--- config.mk ---
export PLATFORM = sky130hd
export DESIGN_NAME = barrel_rotator
export DESIGN_NICKNAME = d
export VERILOG_FILES = /design/src/rtl/barrel_rotator_pkg.sv /design/src/rtl/rotation_left_shifter.sv /design/src/rtl/rotation_right_shifter.sv /design/src/rtl/selection_result.sv /design/src/rtl/barrel_rotator.sv
export SDC_FILE = /design/constraint.sdc
export NUM_CORES = 1
export LEC_CHECK = 0
export ABC_AREA = 1
export BUFFER_PORTS_ARGS = -buffer_cell sky130_fd_sc_hd__buf_4
export CAP_MARGIN = 10
export CORE_MARGIN = 2
export CORE_UTILIZATION = 30
export CTS_CLUSTER_SIZE = 12
export DETAILED_ROUTE_END_ITERATION = 8
export PLACE_DENSITY = 0.5
export SETUP_SLACK_MARGIN = 0.5
export SLEW_MARGIN = 20
export SYNTH_ARGS = -nofsm -noshare
export SYNTH_HDL_FRONTEND = slang
export SYNTH_SLANG_ARGS = --single-unit
--- constraint.sdc ---
create_clock -name i_clk -period 0.8 [get_ports i_clk]
set_input_delay 0.08 -clock i_clk [delete_from_list [all_inputs] [get_ports i_clk]]
set_output_delay 0.08 -clock i_clk [all_outputs]
set_load 0.01 [all_outputs]
--- src/rtl/barrel_rotator_pkg.sv ---
// Shared constants for the barrel rotator: default widths and direction encoding.
package barrel_rotator_pkg;

  // Default data word width in bits.
  localparam int N_DEFAULT = 16;

  // Default width of the rotation-amount field (amounts 0..2^S-1).
  localparam int S_DEFAULT = 3;

  // Direction select encoding on i_select.
  localparam logic DIR_RIGHT = 1'b0;
  localparam logic DIR_LEFT  = 1'b1;

endpackage : barrel_rotator_pkg

--- src/rtl/rotation_left_shifter.sv ---
// Logarithmic left rotator: stage j rotates left by 2^j (mod N) when amount bit j is set.
module rotation_left_shifter
  import barrel_rotator_pkg::*;
#(
  parameter int N = N_DEFAULT,
  parameter int S = S_DEFAULT
) (
  input  logic [N-1:0] i_num,
  input  logic [S-1:0] i_num_bit_rotation,
  output logic [N-1:0] o_result
);

  // Left rotate by a fixed amount; amt is already reduced below N.
  function automatic logic [N-1:0] rot_l(input logic [N-1:0] x, input int amt);
    logic [N-1:0] y;
    for (int b = 0; b < N; b++) begin
      y[b] = x[(b + N - amt) % N];
    end
    return y;
  endfunction

  // stage[0] is the input word, stage[S] the fully rotated word.
  logic [S:0][N-1:0] stage;

  assign stage[0] = i_num;

  for (genvar j = 0; j < S; j++) begin : g_stage
    // Reducing each stage's weight modulo N makes the total rotation r mod N.
    localparam int AMT = (1 << j) % N;
    assign stage[j+1] = i_num_bit_rotation[j] ? rot_l(stage[j], AMT) : stage[j];
  end

  assign o_result = stage[S];

endmodule : rotation_left_shifter

--- src/rtl/rotation_right_shifter.sv ---
// Logarithmic right rotator: stage j rotates right by 2^j (mod N) when amount bit j is set.
module rotation_right_shifter
  import barrel_rotator_pkg::*;
#(
  parameter int N = N_DEFAULT,
  parameter int S = S_DEFAULT
) (
  input  logic [N-1:0] i_num,
  input  logic [S-1:0] i_num_bit_rotation,
  output logic [N-1:0] o_result
);

  // Right rotate by a fixed amount; amt is already reduced below N.
  function automatic logic [N-1:0] rot_r(input logic [N-1:0] x, input int amt);
    logic [N-1:0] y;
    for (int b = 0; b < N; b++) begin
      y[b] = x[(b + amt) % N];
    end
    return y;
  endfunction

  // stage[0] is the input word, stage[S] the fully rotated word.
  logic [S:0][N-1:0] stage;

  assign stage[0] = i_num;

  for (genvar j = 0; j < S; j++) begin : g_stage
    // Reducing each stage's weight modulo N makes the total rotation r mod N.
    localparam int AMT = (1 << j) % N;
    assign stage[j+1] = i_num_bit_rotation[j] ? rot_r(stage[j], AMT) : stage[j];
  end

  assign o_result = stage[S];

endmodule : rotation_right_shifter

--- src/rtl/selection_result.sv ---
// Direction mux: picks the right- or left-rotated word according to i_select.
module selection_result
  import barrel_rotator_pkg::*;
#(
  parameter int N = N_DEFAULT
) (
  input  logic [N-1:0] i_r_num,
  input  logic [N-1:0] i_l_num,
  input  logic         i_select,
  output logic [N-1:0] o_result
);

  // Left word when the select carries the left encoding, otherwise the right word.
  always_comb begin
    o_result = i_r_num;
    if (i_select == DIR_LEFT) begin
      o_result = i_l_num;
    end
  end

endmodule : selection_result

--- src/rtl/barrel_rotator.sv ---
// Registered N-bit barrel rotator: both rotators evaluate every cycle, a mux picks
// the direction, and one register stage captures the result on valid input.
module barrel_rotator
  import barrel_rotator_pkg::*;
#(
  parameter int N = N_DEFAULT,
  parameter int S = S_DEFAULT
) (
  input  logic         i_clk,
  input  logic         i_rst_n,
  input  logic         i_valid,
  input  logic [N-1:0] i_num,
  input  logic [S-1:0] i_num_bit_rotation,
  input  logic         i_select,
  output logic         o_valid,
  output logic [N-1:0] o_result
);

  logic [N-1:0] r_num;
  logic [N-1:0] l_num;
  logic [N-1:0] sel_num;

  logic [N-1:0] result_d, result_q;
  logic         valid_d, valid_q;

  rotation_right_shifter #(.N(N), .S(S)) u_right (
    .i_num              (i_num),
    .i_num_bit_rotation (i_num_bit_rotation),
    .o_result           (r_num)
  );

  rotation_left_shifter #(.N(N), .S(S)) u_left (
    .i_num              (i_num),
    .i_num_bit_rotation (i_num_bit_rotation),
    .o_result           (l_num)
  );

  selection_result #(.N(N)) u_sel (
    .i_r_num  (r_num),
    .i_l_num  (l_num),
    .i_select (i_select),
    .o_result (sel_num)
  );

  // Capture the selected word only on valid input; otherwise hold the last result.
  always_comb begin
    result_d = result_q;
    valid_d  = i_valid;
    if (i_valid) begin
      result_d = sel_num;
    end
  end

  // Output register stage; reset clears result and valid immediately.
  always_ff @(posedge i_clk or negedge i_rst_n) begin
    if (!i_rst_n) begin
      result_q <= '0;
      valid_q  <= 1'b0;
    end else begin
      result_q <= result_d;
      valid_q  <= valid_d;
    end
  end

  assign o_result = result_q;
  assign o_valid  = valid_q;

endmodule : barrel_rotator

==> results.cfg <==
[routing]
drcViolationCount = 0
drt_iter0_drc = 177
avgRoutedWirePerCell_um = 18.0
viasPerCell = 5.53
vias = 2534
first_pass_iters = 4
postRouteAntennaNets = 0
routed_wl_um = 8250

[cells_and_area]
nFillCells = 537
drive_above_1_share_pct = 55.4
layout-area-overhead-vs-synth_pct = 98.8
finish.utilization_pct = 61.2
final_cell_mix = nand2_1 (122), nand3_2 (71), buf_4 (31)
layout_commonest_cell = nand2_1
nNetsFinal = 405
diodes = 0

[worst_setup_path]
worstSetupPathType = in2reg
critical-path-top-delay-family = simple AND/OR/NAND/NOR gates
cpMaxStageDelayCell = buf_12
start_kind = input port
r2r-end = o_result[4]$_DFFE_PN0P_
critPathBufInv = 3
rr_startpoint = o_result[4]$_DFFE_PN0P_
worstRegToRegCells = 3
cp.arrival_ns = 1.04
cp_max_fo = 8
cp-end-kind = flop
crit_path_max_incr_delay_ns = 0.13
path_common_cell = nand2_1
regToRegSetupSlack_ns = 0.05
path_cells = buf_16 > buf_12 > clkinv_16 > nand2_8 > nand3_2 > nand3_2 > nand2_1 > nand2_1 > nand2_1 > nand2_1 > nand2_1
cp.required_ns = 0.95

[die]
rows = 29
start_util_pct = 30.8
die_area_mm2 = 0.00710
core_mm2 = 0.00628
io_pins = 40
die_x_um = 84.2
die_h_um = 84.2

[global_route]
grt_max_degree = 18
grt_pass1_vias = 2735
antenna_found_initial = 0
track_usage_pct = 24.0
overflow = 0
grt_pass1_wl_um = 13700

[timing]
fmax_mhz = 1120
rsz0062_at_grt = true
period_needed_ns = 0.892
drv_slew = 0
setup_viol = 33
fin_tns_setup_ns = -1.48
finalClockSkew_ns = 0
finalHoldViolCount = 17
tightest_slew_ns = 0.317
fin_crit_sh_pct = 111
slew_headroom_pct = 78.8
setup_ws_ns = -0.0918
hold_slack_ns = -0.315

[clock_network]
cts_root_buffer = clkbuf_8
cts_made_buffers = 3
clock-sinks = 17
clock_latency_ns = 0.24
path_clk_slew_ns = 0.07
clockBufferDepth = 2
cts_tree = built
h-tree-depth = 1

[status]
violations = negative hold slack, negative setup slack
status = complete, but fails checks

[placement]
port_buffers = 39
preCtsSetupSlack_ns = -0.392
gp_congestion = 0.889
dp_hpwl_um = 4860

[power]
vdd_ir_drop_max_mv = 1.08
leakage_nw = 1.80
intPower_mw = 2.38
p_sw_share_pct = 41.0
combinationalPowerShare_pct = 58.4
powerDensity_mw_per_mm2 = 1050
clkPwrFrac_pct = 15.5
switchingPower_mw = 1.66
pwr-share-seq_pct = 26.1

[synth]
ys_types = 11
syn_area_mm2 = 0.00193
synth_seq_cells = 17
synth_warnings = 0
synth_cells = 333
synth.net_count = 356
syn_avg_cell_area_um2 = 5.80
seq_area_frac_synth_pct = 22.0

[run]
maxCapViolations = 0

[min_path]
min_path_type = in2async
-- what timing repair did --
action,in CTS,in global routing
cloned,6,0
endpoints found under the hold margin,17,17
resized for setup,202,14
pin swaps,62,24
endpoints found under the setup margin,33,33
buffers inserted,4,6
-- power groups by stage --
stage	Combinational, mW	Clock [mW]	Sequential (mW)
6_report	2.36	0.627	1.05
5_1_grt	2.54	0.695	1.06
4_1_cts	2.20	0.647	1.05
3_5_place_dp	1.46	0	1.05
3_3_place_gp	1.46	0	1.05
2_1_floorplan	0.856	0	1.10
-- state kept, by name, indices dropped and copies added (netlist names) --
register  cells
o_valid       1
o_result     16
-- area by class of cell --
type / count / area, um2 / share of cell area, %
inverters: 5 / 42.5 / 1.11
clock buffers: 4 / 45.0 / 1.17
flip-flops and latches: 17 / 425 / 11.1
repair buffers: 66 / 832 / 21.7
multi-input cells: 288 / 2370 / 61.7
repair inverters: 1 / 30.0 / 0.782
well taps: 77 / 96.3 / 2.51
-- worst max path at each step --
stage / startpoint / to / slack (ns) / depth (start not counted)
after detailed placement: i_num_bit_rotation[0] / o_result[13]$_DFFE_PN0P_ / -0.39 / 10
final: i_num_bit_rotation[0] / o_result[6]$_DFFE_PN0P_ / -0.09 / 11
after CTS: o_result[9]$_DFFE_PN0P_ / o_result[9] / -0.07 / 1
after global placement: i_num_bit_rotation[0] / o_result[8]$_DFFE_PN0P_ / -0.37 / 10
after floorplan: i_num_bit_rotation[0] / o_result[15]$_DFFE_PN0P_ / -0.13 / 11
after global routing: i_num_bit_rotation[0] / o_result[4]$_DFFE_PN0P_ / -0.16 / 11
-- logic make-up (layout without fill, tap and decap cells) --
family                 Yosys count  in the layout  synth area share, %
AND/OR/NAND/NOR                288            288                 68.4
buffers and inverters           28             76                 9.59
flip-flops                      17             17                 22.0
-- synthesized netlist by cell type (all sizes together) --
| library cell | n | area (um2) |
|---|---|---|
| buf | 21 | 151 |
| dfrtp | 17 | 425 |
| inv | 5 | 26.3 |
| nand2 | 160 | 676 |
| clkbuf | 2 | 7.51 |
| nand3 | 128 | 646 |
-- through the flow --
| stage | std cells | hold slack, ns | area [um2] | total power [mW] |
|---|---|---|---|---|
| 5_1_grt | 458 | -0.307 | 3840 | 4.30 |
| 3_5_place_dp | 438 | -0.0419 | 2420 | 2.51 |
| 2_1_floorplan | 333 | -0.216 | 2020 | 1.95 |
| 4_1_cts | 452 | -0.314 | 3720 | 3.90 |
| 6_report | 458 | -0.315 | 3840 | 4.04 |
| 3_3_place_gp | 438 | -0.0439 | 2420 | 2.51 |
-- metal layers --
layer  vias to the layer above  track usage [%]  wire length, um
li1                       1220                -                -
met1                      1199             28.5             3220
met2                        87             42.8             4330
met3                        28             3.24              318
met4                         0             10.6              380
met5                         -                0                0
Note: power is estimated with default switching activity, not from simulation.
